## src/rtl/exe_status_stage.sv

```systemverilog
// EX/MEM boundary register, NZCV status register and condition check.
// Optional macro: STATUS_BYPASS_EN forwards the EX-stage flags to condPass.
//
// Ports:
//   clk, rst (async, active-low), freeze, flush
//   validIn, sUpdate, aluResult, statusIn, storeData, destIn
//   wbEnIn, memReadIn, memWriteIn, condCode
//   resultOut, storeDataOut, destOut, wbEnOut, memReadOut,
//   memWriteOut, validOut, statusReg, carryOut, condPass
module exe_status_stage (
  input  logic        clk,
  input  logic        rst,
  input  logic        freeze,
  input  logic        flush,
  input  logic        validIn,
  input  logic        sUpdate,
  input  logic [31:0] aluResult,
  input  logic [3:0]  statusIn,
  input  logic [31:0] storeData,
  input  logic [3:0]  destIn,
  input  logic        wbEnIn,
  input  logic        memReadIn,
  input  logic        memWriteIn,
  input  logic [3:0]  condCode,
  output logic [31:0] resultOut,
  output logic [31:0] storeDataOut,
  output logic [3:0]  destOut,
  output logic        wbEnOut,
  output logic        memReadOut,
  output logic        memWriteOut,
  output logic        validOut,
  output logic [3:0]  statusReg,
  output logic        carryOut,
  output logic        condPass
);

  typedef struct packed {
    logic [31:0] result;
    logic [31:0] sdata;
    logic [3:0]  dest;
    logic        wb;
    logic        mrd;
    logic        mwr;
    logic        valid;
  } ex_mem_t;

  ex_mem_t    pipe_q, pipe_d;
  logic [3:0] stat_q, stat_d;
  logic       advance;
  logic       stat_we;
  logic [3:0] flags;
  logic       fn, fz, fc, fv;

  assign advance = !freeze && !flush;
  assign stat_we = advance && validIn && sUpdate;

  always_comb begin
    pipe_d = pipe_q;
    if (flush) begin
      pipe_d = '0;
    end else if (!freeze) begin
      pipe_d.result = aluResult;
      pipe_d.sdata  = storeData;
      pipe_d.dest   = destIn;
      // a bubble must never write a register or memory
      pipe_d.wb     = wbEnIn && validIn;
      pipe_d.mrd    = memReadIn && validIn;
      pipe_d.mwr    = memWriteIn && validIn;
      pipe_d.valid  = validIn;
    end
  end

  always_comb begin
    stat_d = stat_q;
    if (stat_we) stat_d = statusIn;
  end

  always_ff @(posedge clk or negedge rst) begin
    if (!rst) begin
      pipe_q <= '0;
      stat_q <= '0;
    end else begin
      pipe_q <= pipe_d;
      stat_q <= stat_d;
    end
  end

  assign resultOut    = pipe_q.result;
  assign storeDataOut = pipe_q.sdata;
  assign destOut      = pipe_q.dest;
  assign wbEnOut      = pipe_q.wb;
  assign memReadOut   = pipe_q.mrd;
  assign memWriteOut  = pipe_q.mwr;
  assign validOut     = pipe_q.valid;
  assign statusReg    = stat_q;
  // carry-in for ADC/SBC comes only from committed flags
  assign carryOut     = stat_q[1];

`ifdef STATUS_BYPASS_EN
  // an S instruction in EX is visible to ID in the same cycle
  assign flags = stat_we ? statusIn : stat_q;
`else
  assign flags = stat_q;
`endif

  assign fn = flags[3];
  assign fz = flags[2];
  assign fc = flags[1];
  assign fv = flags[0];

  always_comb begin
    condPass = 1'b0;
    unique case (condCode)
      4'b0000: condPass = fz;
      4'b0001: condPass = !fz;
      4'b0010: condPass = fc;
      4'b0011: condPass = !fc;
      4'b0100: condPass = fn;
      4'b0101: condPass = !fn;
      4'b0110: condPass = fv;
      4'b0111: condPass = !fv;
      4'b1000: condPass = fc && !fz;
      4'b1001: condPass = !fc || fz;
      4'b1010: condPass = (fn == fv);
      4'b1011: condPass = (fn != fv);
      4'b1100: condPass = !fz && (fn == fv);
      4'b1101: condPass = fz || (fn != fv);
      4'b1110: condPass = 1'b1;
      4'b1111: condPass = 1'b0;
    endcase
  end

endmodule

```

## config.mk

```make
export PLATFORM = sky130hd
export DESIGN_NAME = exe_status_stage
export DESIGN_NICKNAME = d
export VERILOG_FILES = /design/src/rtl/exe_status_stage.sv
export SDC_FILE = /design/constraint.sdc
export NUM_CORES = 1
export LEC_CHECK = 0
export CORE_ASPECT_RATIO = 1.75
export CORE_MARGIN = 8
export CORE_UTILIZATION = 30
export CTS_CLUSTER_DIAMETER = 80
export DETAILED_ROUTE_END_ITERATION = 7
export HOLD_SLACK_MARGIN = 0.03
export PLACE_DENSITY = 0.67
export SLEW_MARGIN = 20
export SYNTH_ARGS = -nofsm -noshare
export SYNTH_HDL_FRONTEND = slang
export SYNTH_SLANG_ARGS = --single-unit
```

## constraint.sdc

```tcl
create_clock -name clk -period 1.9 [get_ports clk]
set_input_delay 0.38 -clock clk [delete_from_list [all_inputs] [get_ports clk]]
set_output_delay 0.38 -clock clk [all_outputs]
set_load 0.005 [all_outputs]
```

Word level (Yosys, flattened, before mapping) --
Index checks and enable logic that the tools add are counted.
Operators by class: equality and inequality tests 18, muxes and demuxes 3, reduce and logical (&&, ||, !) cells 17
Operator list (number):
- 2-to-1 mux 72 bit | 2
- == test 4 bit, second input constant | 8
- == test 4 x 3 -> 1 bit, second input constant | 4
- case mux 1 bit (16 select lines) | 1
- == test 4 x 2 -> 1 bit, second input constant | 2
- logical AND 1 bit | 8
- zero test 1 bit | 6
- == test 4 x 1 -> 1 bit, second input constant | 1
- zero test 4 bit | 1
- logical OR 1 bit | 2
- != test 2 x 1 -> 1 bit, second input constant | 1
- == test 1 bit | 1
- != test 1 bit | 1
Word-level totals: register bits 76, bits of input ports 85, output and inout port bits 78, word-level logic and storage cells 46

Longest topological paths before layout --
Gate-level depths: netlist of run 1.
depth in word-level cells 4, depth in mapped cells 6, gate-level depth less buffers 5

Worst setup path after synthesis of run 1 --
No wires, ideal clock.
path type register to output, start reg stat_q[3] (netlist: statusReg[3]), end out condPass, data arrival time 1.319 ns, data required time 1.520 ns, path slack 0.201 ns, stages on the path, launching flop included 6, buffers on the path 0, path through dfrtp_1 xor2_1 xor2_1 a2111oi_1 a311oi_1 o22ai_1
On the way: longest elaborated chain between the ends 3, elaborated cells on any way between the ends 6, those cells by class eq/ne (2); mux (1); reduce/logical (3)
RTL lines:
- from (decl) | RTL line 48 | logic [3:0] stat_q, stat_d;
- from (signal assigned) | RTL line 84 | stat_q <= stat_d;
- != test 1 bit or == test 1 bit (tied branches)
- logical OR 1 bit or logical AND 1 bit (tied branches) | RTL line 127, 126
- case mux 1 bit (16 select lines) * | RTL line 113 | unique case (condCode)
- to (decl) | RTL line 34 | output logic condPass
Mark *: on every way between the ends. The rest lies on a longest branch, timed or not.

Worst setup path in the final report of run 1 --
start in condCode[0], end out condPass
On the way: longest elaborated chain between the ends 2, elaborated cells on any way between the ends 17, those cells by class eq/ne (15); mux (1); reduce/logical (1)
RTL lines:
- from (decl) | RTL line 24 | input logic [3:0] condCode,
- == test 4 bit (tied with other cells) | RTL line 113
- case mux 1 bit (16 select lines) * | RTL line 113
Marked as above.

==> results of run 1 <==
-- timing repair --
| item | 4_1_cts | 5_1_grt |
|---|---|---|
| hold buffers | 1 | 0 |
| gates resized for setup | 8 | 0 |
| endpoints found under the hold margin | 22 | 0 |
| setup buffers | 1 | 0 |
| setup endpoints to repair | 1 | 1 |
| pin swaps | 3 | 2 |
-- cell families (layout without fill, tap and decap cells) --
logic type             count (synthesis)  in the layout  share of synthesized area (%)
AO/OA/AOI/OAI                         12             12                           2.39
XOR/XNOR                               4              4                           1.10
buffers and inverters                 21            194                           3.13
flip-flops                            76             76                           59.5
multiplexers                          74             74                           23.3
AND/OR/NAND/NOR                       85             85                           10.6
-- worst max-delay path: stages --
cell and delay [ns]:
dlygate4sd2_1 0.31, buf_4 0.16, xor2_1 0.15, a21oi_1 0.17, nor3_1 0.07, a311oi_1 0.27, o22ai_1 0.10, buf_2 0.15
-- cell usage after synthesis --
cell	number
o22ai_1	1
nor3_1	1
a311oi_1	1
dfrtp_1	76
nor2_1	77
nand2_1	3
o22a_1	1
xor2_1	3
buf_2	8
buf_1	1
nor4b_1	1
and4bb_2	1
xnor2_1	1
buf_4	3
clkbuf_1	8
mux2_1	4
o21ai_0	1
a21oi_1	6
nor2b_1	1
mux2i_1	70
inv_1	1
a2111oi_1	1
a211oi_1	1
nand2b_1	1
-- metal layers --
layer | routed length [µm] | vias to the layer above
met5 | 0 | -
met4 | 206 | 0
met3 | 792 | 12
met2 | 5660 | 95
met1 | 3470 | 1282
li1 | - | 1245
-- state kept, by name (all words and copies together) (netlist names) --
signal	cells
resultOut	32
memWriteOut	1
memReadOut	1
wbEnOut	1
storeDataOut	32
validOut	1
statusReg	4
destOut	4
-- area by class of cell --
type / instances / area, µm²
clock buffer: 10 / 239
clock inverter: 5 / 52.6
fill: 979 / 5250
inverter: 1 / 3.75
multi-input combinational: 175 / 1210
sequential: 76 / 1900
tap: 130 / 163
timing repair buffer: 178 / 1750
-- power groups by stage --
stage	clock, mW	sequential (mW)	combinational (mW)
floorplan	0	1.83	0.269
global placement	0	1.81	0.817
detailed placement	0	1.81	0.833
CTS	1.73	1.79	0.851
global route	1.80	1.80	0.908
finish	1.66	1.79	0.838
-- final timing paths --
check / endpoint / cells past startpoint / slack [ns]
max: condPass / 8 / -0.25
min: memWriteOut / 3 / 0.48
max reg2reg: statusReg[1] / 2 / 0.93
min reg2reg: validOut / 2 / 0.51
max in group asynchronous: resultOut[15] / 3 / 0.86
min in group asynchronous: resultOut[8] / 2 / 0.49
-- through the flow --
step                total power, mW  hold WS, ns  setup slack (ns)  setup TNS [ns]
floorplan                      2.09       0.0844             0.201               0
global placement               2.62        0.310            -0.730          -0.730
detailed placement             2.64        0.311            -0.829          -0.829
CTS                            4.36        0.465            -0.303          -0.303
global route                   4.51        0.509            -0.362          -0.362
finish                         4.28        0.477            -0.250          -0.250
==> reports/qor.csv, run 1 <==
metric;value;unit
Final ANT Viol Nets;0;
drt total wl;10.1;mm
Worst Setup Path Type;input pin to output pin;
sequential fraction of design power;41.7;%
period utilisation layout;113;%
net count after synthesis;357;
slew margin rel.;50.1;%
die width;94.1;µm
Initial Utilization;30.2;%
# setup viols final;1;
sequential area share after synthesis;59.5;%
max-cap viol count;0;
TritonCTS clock tree;built;
fin crit period;2.15;ns
largest net degree at the start of global routing;73;
Finished Layout Cells;575;
Synth Warn #;0;
Worst Path Required;1.52;ns
CP arrival;1.77;ns
Die ar.;14400;µm²
RSZ-0062 raised after global routing;true;
Hold Fails Final Rpt;0;
Crit Path Max Fanout;5;
Yosys top cell area share;59.5;%
Top Ports;163;
gr busiest metal;met2;
M3 GR Usage;5.28;%
final core utilization;50.3;%
layout cells sized above 1;8.31;%
CTS max path bufs;2;
outcome;finished, violations left;
Area Overhead vs Synth;66.4;%
Fmax;465;MHz
Pins Over Slew Limit;0;
violated checks;setup timing;
Design Area, Final;5320;µm²
DRC;0;
crit path from;condCode[0];
htree depth;3;
GR Util All Layers;14.5;%
Placer Congestion;0.849;
clock power share;38.7;%
Synth cell types;24;
most frequent cells in the layout;clkdlybuf4s50_1 (156), nor2_1 (77), dfrtp_1 (76);
hold_sp;freeze;
ant diodes;0;
initial antenna violation count;0;
Via density;4.58;
first-pass GRT wire length;16.0;mm
Worst Setup Slack, final;-0.250;ns
Core Rows;50;
Worst-Skew Late Latency;0.32;ns
Worst-Margin Slew;0.749;ns
Worst Hold Class;input pin to register;
wire per inst;17.6;µm
Post-Synthesis Cells;272;
clk sink count;76;
top post-synthesis cells by area;dfrtp_1 (59%), mux2i_1 (22%), nor2_1 (9.0%), mux2_1 (1.4%), buf_2 (1.3%);
Max rail drop VDD;0.000514;V
crit path capture type;output pin;
Net Sw Frac;23.5;%
CP Launch Type;input pin;
HPWL after DPL;7.79;mm
syn avg cell area;11.8;µm²
placed instance area;5010;µm²
switching power;1.01;mW
TritonCTS buffer count;9;
Final #Nets;526;
CTS root buffer;clkbuf_16;
static leakage;2.48;nW
grt ovf;0;
CTS clk-pin slew, worst paths;0.05;ns
vias in the first global route;2948;
area leader, netlist;dfrtp_1;
via count;2634;
Starting DRT DRC Count;104;
port bufs;162;
met1 global-route usage;14.0;%
met2 usage;26.4;%
1st-pass router iterations;4;
combinational share of power;19.6;%
Internal Power;3.28;mW
placed insts;558;
number of synthesized register bits;76;
leading cell type in the layout, fill and taps excluded;clkdlybuf4s50_1;
Pwr Density;805;nW/µm²
start of the worst register-to-register path;statusReg[1];
Clock Skew;0;ns
Netlist Area Pre-Place;3200;µm²
chip height;153;µm
core area;10600;µm²
Note: power is estimated with default switching activity, not from simulation.
==> run 2: changes to the inputs <==
Settings changed: CORE_UTILIZATION 30 to 40, PLACE_DENSITY 0.67 to 0.84.
==> run 2 against run 1 <==
Global-route usage grew 2.9 points. Largest power group is now clock. Final cell count shrank 6.6%. Sequential power is essentially flat. Clock power up 20%. Power up 7.6%. Count of clock-buffer cells in the layout is 2 higher. The run still ends with setup timing left. Worst hold slack worse by 0.44 ns. First-iteration DRC count shrank 12%. Utilization increased by 17 points. Cell area about the same.
==> reports/qor.csv, run 2 (synthesis gave the netlist of run 1 again) <==
metric;value;unit;change
Worst Setup Path Type;register to output pin;;
layout cells sized above 1;8.52;%;+0.21 points
CP arrival;1.85;ns;+0.08 ns
port bufs;162;;unchanged
start of the worst register-to-register path;statusReg[1];;
crit path capture type;output pin;;
TritonCTS buffer count;9;;unchanged
crit path from;statusReg[0];;
Pins Over Slew Limit;0;;unchanged
wire per inst;18.4;µm;+4.7%
chip height;134;µm;-12%
Worst Setup Slack, final;-0.329;ns;-0.0789 ns
fillers;587;;-40%
GR Util All Layers;17.4;%;+2.9 points
vias in the first global route;2967;;+0.64%
Final #Nets;526;;unchanged
violated checks;setup timing;;
Fmax;449;MHz;-3.5%
CTS root buffer;clkbuf_16;;
Hold Fails Final Rpt;0;;unchanged
critical-path cell list;xor2_2 -> xor2_1 -> a2111oi_2 -> a311oi_1 -> o22ai_1 -> buf_2;;
final core utilization;67.7;%;+17 points
Crit Path Max Fanout;2;;-3
largest net degree at the start of global routing;73;;unchanged
Final ANT Viol Nets;0;;unchanged
Slowest cell on crit path;dfrtp_1;;
static leakage;2.50;nW;+0.98%
Starting DRT DRC Count;92;;-12%
core area;7860;µm²;-26%
most frequent cells in the layout;clkdlybuf4s50_1 (156), nor2_1 (77), dfrtp_1 (76);;
grt ovf;0;;unchanged
Area Overhead vs Synth;66.3;%;about the same
slew margin rel.;50.7;%;+0.66 points
drt total wl;9.91;mm;-2.2%
CP delay by family, top;compound AO/OA/AOI/OAI gates;;
Initial Utilization;40.7;%;+10 points
Worst Path Required;1.52;ns;about the same
Placer Congestion;0.817;;-3.8%
max-cap viol count;0;;unchanged
CP Launch Type;register;;
HPWL after DPL;7.49;mm;-3.9%
Worst-Skew Late Latency;0.32;ns;about the same
Via density;4.99;;+8.9%
htree depth;3;;unchanged
Worst Hold Class;input pin to asynchronous set/reset pin;;
# setup viols final;1;;unchanged
clk sink count;76;;unchanged
Max rail drop VDD;0.000926;V;+80%
reg2reg end;statusReg[1];;
CTS max path bufs;2;;unchanged
Pwr Density;867;nW/µm²;+7.7%
DRC;0;;unchanged
1st-pass router iterations;4;;unchanged
CP peak stage delay;0.40;ns;+0.09 ns
FF-to-FF path depth;2;;unchanged
hold_buf cts;0;;-1
Die ar.;11200;µm²;-22%
Setup TNS;-0.329;ns;-0.0789 ns
power consumption;4.61;mW;+7.6%
CTS clk-pin slew, worst paths;0.06;ns;about the same
RSZ-0062 raised after global routing;true;;
Core Rows;43;;-14%
period utilisation layout;117;%;+4.2 points
outcome;finished, violations left;;
first-pass GRT wire length;15.5;mm;-3.6%
TritonCTS clock tree;built;;
Clock Skew;0;ns;unchanged
via count;2680;;+1.7%
r2r setup slk;0.92;ns;about the same
Top Ports;163;;unchanged
initial antenna violation count;2;;+2
Worst-Margin Slew;0.739;ns;-0.00992 ns
leading cell type in the layout, fill and taps excluded;clkdlybuf4s50_1;;
CP Buf/Inv Count;1;;-2
die width;83.6;µm;-11%
fin crit period;2.23;ns;+0.0789 ns
==> run 2: worst max-delay path by stage <==
stage,to,slack (ns),depth (start not counted)
after floorplan,condPass,0.20,5
after global placement,condPass,-0.76,7
after detailed placement,condPass,-0.92,7
after CTS,condPass,-0.34,6
after global routing,condPass,-0.40,6
final,condPass,-0.33,6
==> run 2: area by class of cell <==
class,count,area [µm²],share of cell area [%]
Antenna cell,1,2.50,0.0470
Sequential cell,76,1900,35.8
Clock buffer,12,256,4.82
Multi-Input combinational cell,175,1210,22.7
Tap cell,90,113,2.12
Timing Repair Buffer,178,1740,32.7
Clock inverter,4,95.1,1.79
Inverter,1,3.75,0.0706
==> run 2: timing repair <==
item,CTS,global route
endpoints found under the setup margin,1,1
gates resized for setup,8,1
setup buffers,0,0
pin swaps,4,1
==> run 2: metrics by stage <==
step                      worst slack (ns)  hold WS (ns)  instance area, µm²  instances
after floorplan                      0.201        0.0844                3200        272
after global placement              -0.762         0.407                4960        520
after detailed placement            -0.919         0.417                4960        520
after CTS                           -0.343        0.0619                5320        536
after global routing                -0.400        0.0945                5320        537
final                               -0.329        0.0421                5320        537
==> run 2: report_power, final <==
group / switching [mW] / total, mW / internal, mW
clock: 0.635 / 1.99 / 1.35
combinational: 0.320 / 0.835 / 0.515
sequential: 0.0636 / 1.79 / 1.72
total: 1.02 / 4.61 / 3.59
==> run 2: layer usage <==
layer | global-route usage, % | share of wire [%] | vias to the layer above
li1 | - | - | 1243
met1 | 16.6 | 35 | 1289
met2 | 30.6 | 53 | 119
met3 | 6.86 | 7.5 | 27
met4 | 10.2 | 4.5 | 2
met5 | 0 | 0.10 | -
==> run 3: changes to the inputs <==
Settings changed: MAX_ROUTING_LAYER set to met4, PLACE_DENSITY 0.84 to 0.82.
==> run 3 against run 2 <==
The run still ends with setup timing left. Combinational power is 2% higher. Clock power is 15% lower. First-iteration DRC count is 71% higher. Maximum frequency is 2.0% lower. Count of clock-buffer cells in the layout stayed put. Sequential power hardly changed. Sequential cell count stayed put. Worst setup slack worse by 0.045 ns. Non-clock buffer count is 1 higher. Critical endpoint unchanged. Largest cell class unchanged. Highest routed layer is now met4.
==> reports/qor.csv, run 3 (synthesis gave the netlist of run 1 again) <==
metric;value;unit;change
Via density;4.94;;-1.0%
placed insts;519;;-0.19%
Clock Skew;0;ns;unchanged
Initial Utilization;40.7;%;unchanged
largest net degree at the start of global routing;73;;unchanged
layout cells sized above 1;8.72;%;+0.20 points
initial antenna violation count;1;;-1
# setup viols final;1;;unchanged
Final #Nets;527;;+0.19%
core area;7860;µm²;unchanged
CTS max path bufs;2;;unchanged
static leakage;2.48;nW;-0.73%
Placer Congestion;0.815;;-0.18%
die width;83.6;µm;unchanged
Slowest cell on crit path;dfrtp_1;;
leading cell type in the layout, fill and taps excluded;clkdlybuf4s50_1;;
vias in the first global route;2878;;-3.0%
final core utilization;67.3;%;-0.41 points
Core Rows;43;;unchanged
DRC;0;;unchanged
Pins Over Slew Limit;0;;unchanged
chip height;134;µm;unchanged
violated checks;setup timing;;
outcome;finished, violations left;;
slew margin rel.;50.1;%;-0.62 points
setup slack at placement;-0.930;ns;-0.0104 ns
Design Area, Final;5290;µm²;-0.61%
Starting DRT DRC Count;157;;+71%
Die ar.;11200;µm²;unchanged
Worst Hold Class;register to register;;
CP Launch Type;register;;
Worst Path Required;1.52;ns;about the same
TritonCTS clock tree;built;;
wire per inst;18.3;µm;-0.75%
Area Overhead vs Synth;65.3;%;
Worst Setup Path Type;register to output pin;;
CP peak stage delay;0.40;ns;about the same
CP delay by family, top;compound AO/OA/AOI/OAI gates;;
crit path capture type;output pin;;
period utilisation layout;120;%;+2.4 points
Top Ports;163;;unchanged
critical-path cell list;xor2_2 -> xor2_1 -> a2111oi_2 -> a311oi_2 -> o22ai_1 -> buf_2;;
most frequent cells in the layout;clkdlybuf4s50_1 (156), nor2_1 (77), dfrtp_1 (76);;
clk sink count;76;;unchanged
Setup TNS;-0.374;ns;-0.0452 ns
grt ovf;0;;unchanged
drt total wl;9.85;mm;-0.57%
Pwr Density;820;nW/µm²;-5.4%
Final ANT Viol Nets;0;;unchanged
CTS root buffer;clkbuf_16;;
Finished Layout Cells;538;;+0.19%
placed instance area;4950;µm²;-0.15%
RSZ-0062 raised after global routing;true;;
CTS clk-pin slew, worst paths;0.06;ns;about the same
TritonCTS buffer count;9;;unchanged
htree depth;3;;unchanged
max-cap viol count;0;;unchanged
1st-pass router iterations;4;;unchanged
Crit Path Max Fanout;2;;unchanged
fin crit period;2.27;ns;+0.0452 ns
Worst Setup Slack, final;-0.374;ns;-0.0452 ns
Hold Fails Final Rpt;0;;unchanged
first-pass GRT wire length;15.4;mm;-0.45%
Max rail drop VDD;0.000632;V;-32%
Fmax;440;MHz;-2.0%
Worst-Margin Slew;0.748;ns;+0.00924 ns
Worst-Skew Late Latency;0.33;ns;about the same
CP arrival;1.89;ns;+0.04 ns
GR Util All Layers;17.8;%;+0.44 points
port bufs;162;;unchanged
CP Buf/Inv Count;1;;unchanged
HPWL after DPL;7.41;mm;-1.1%
via count;2658;;-0.82%
-- run 3: changes by cell type in the layout (fill, tap and decap cells not counted), sizes merged --
cell,before,now
dlygate4sd2,1,2
dlygate4sd3,0,1
clkdlybuf4s15,1,0
clkinv,1,2
bufinv,3,1
clkinvlp,0,1
-- run 3: area by class of cell --
cell class	count	area [µm²]
diodes	1	2.50
clock buffers	12	256
clock inverters	4	47.5
fillers	600	2570
inverters	1	3.75
multi-input cells	175	1210
flip-flops and latches	76	1900
well taps	90	113
repair buffers	179	1750
-- run 3: power by group --
part	internal [mW]	switching [mW]	total (mW)	leakage (nW)
sequential	1.72	0.0647	1.79	1.00
combinational	0.518	0.332	0.850	1.33
clock	1.08	0.614	1.70	0.149
total	3.32	1.01	4.34	2.48
-- run 3: through the flow --
step                      total power, mW  hold WS, ns
final                                4.34        0.514
after global routing                 4.52        0.539
after CTS                            4.38        0.517
after floorplan                      2.09       0.0844
after detailed placement             2.64        0.381
after global placement               2.61        0.378
-- run 3: per-layer routing --
metal  track usage (%)  up-vias  share of wire [%]
met3              3.89       16                5.5
met1              18.7     1282                 38
met4              9.85        0                2.7
li1                  -     1252                  -
met2              30.3      108                 54
met5                 -        -                  0
-- run 3: worst min-delay path: stages (launching register included) --
cell,delay (ns)
dfrtp_1,0.34
mux2i_1,0.07
nor2_1,0.07
-- run 3: path summary, 6_finish.rpt --
| check | to | cells after the start | slack [ns] | start |
|---|---|---|---|---|
| max | condPass | 6 | -0.37 | statusReg[3] |
| min | resultOut[15] | 2 | 0.51 | resultOut[15] |
| max reg2reg | statusReg[1] | 2 | 0.93 | statusReg[1] |
| min reg2reg | resultOut[15] | 2 | 0.51 | resultOut[15] |
| max in group asynchronous | storeDataOut[22] | 3 | 0.74 | rst |
| min in group asynchronous | resultOut[7] | 2 | 0.57 | rst |
-- run 3: what timing repair did --
action,CTS,global route
hold endpoints to repair,7,0
buffers inserted,1,0
hold buffers,1,0
resized for setup,8,2
setup endpoints to repair,1,1
pin swaps,4,4
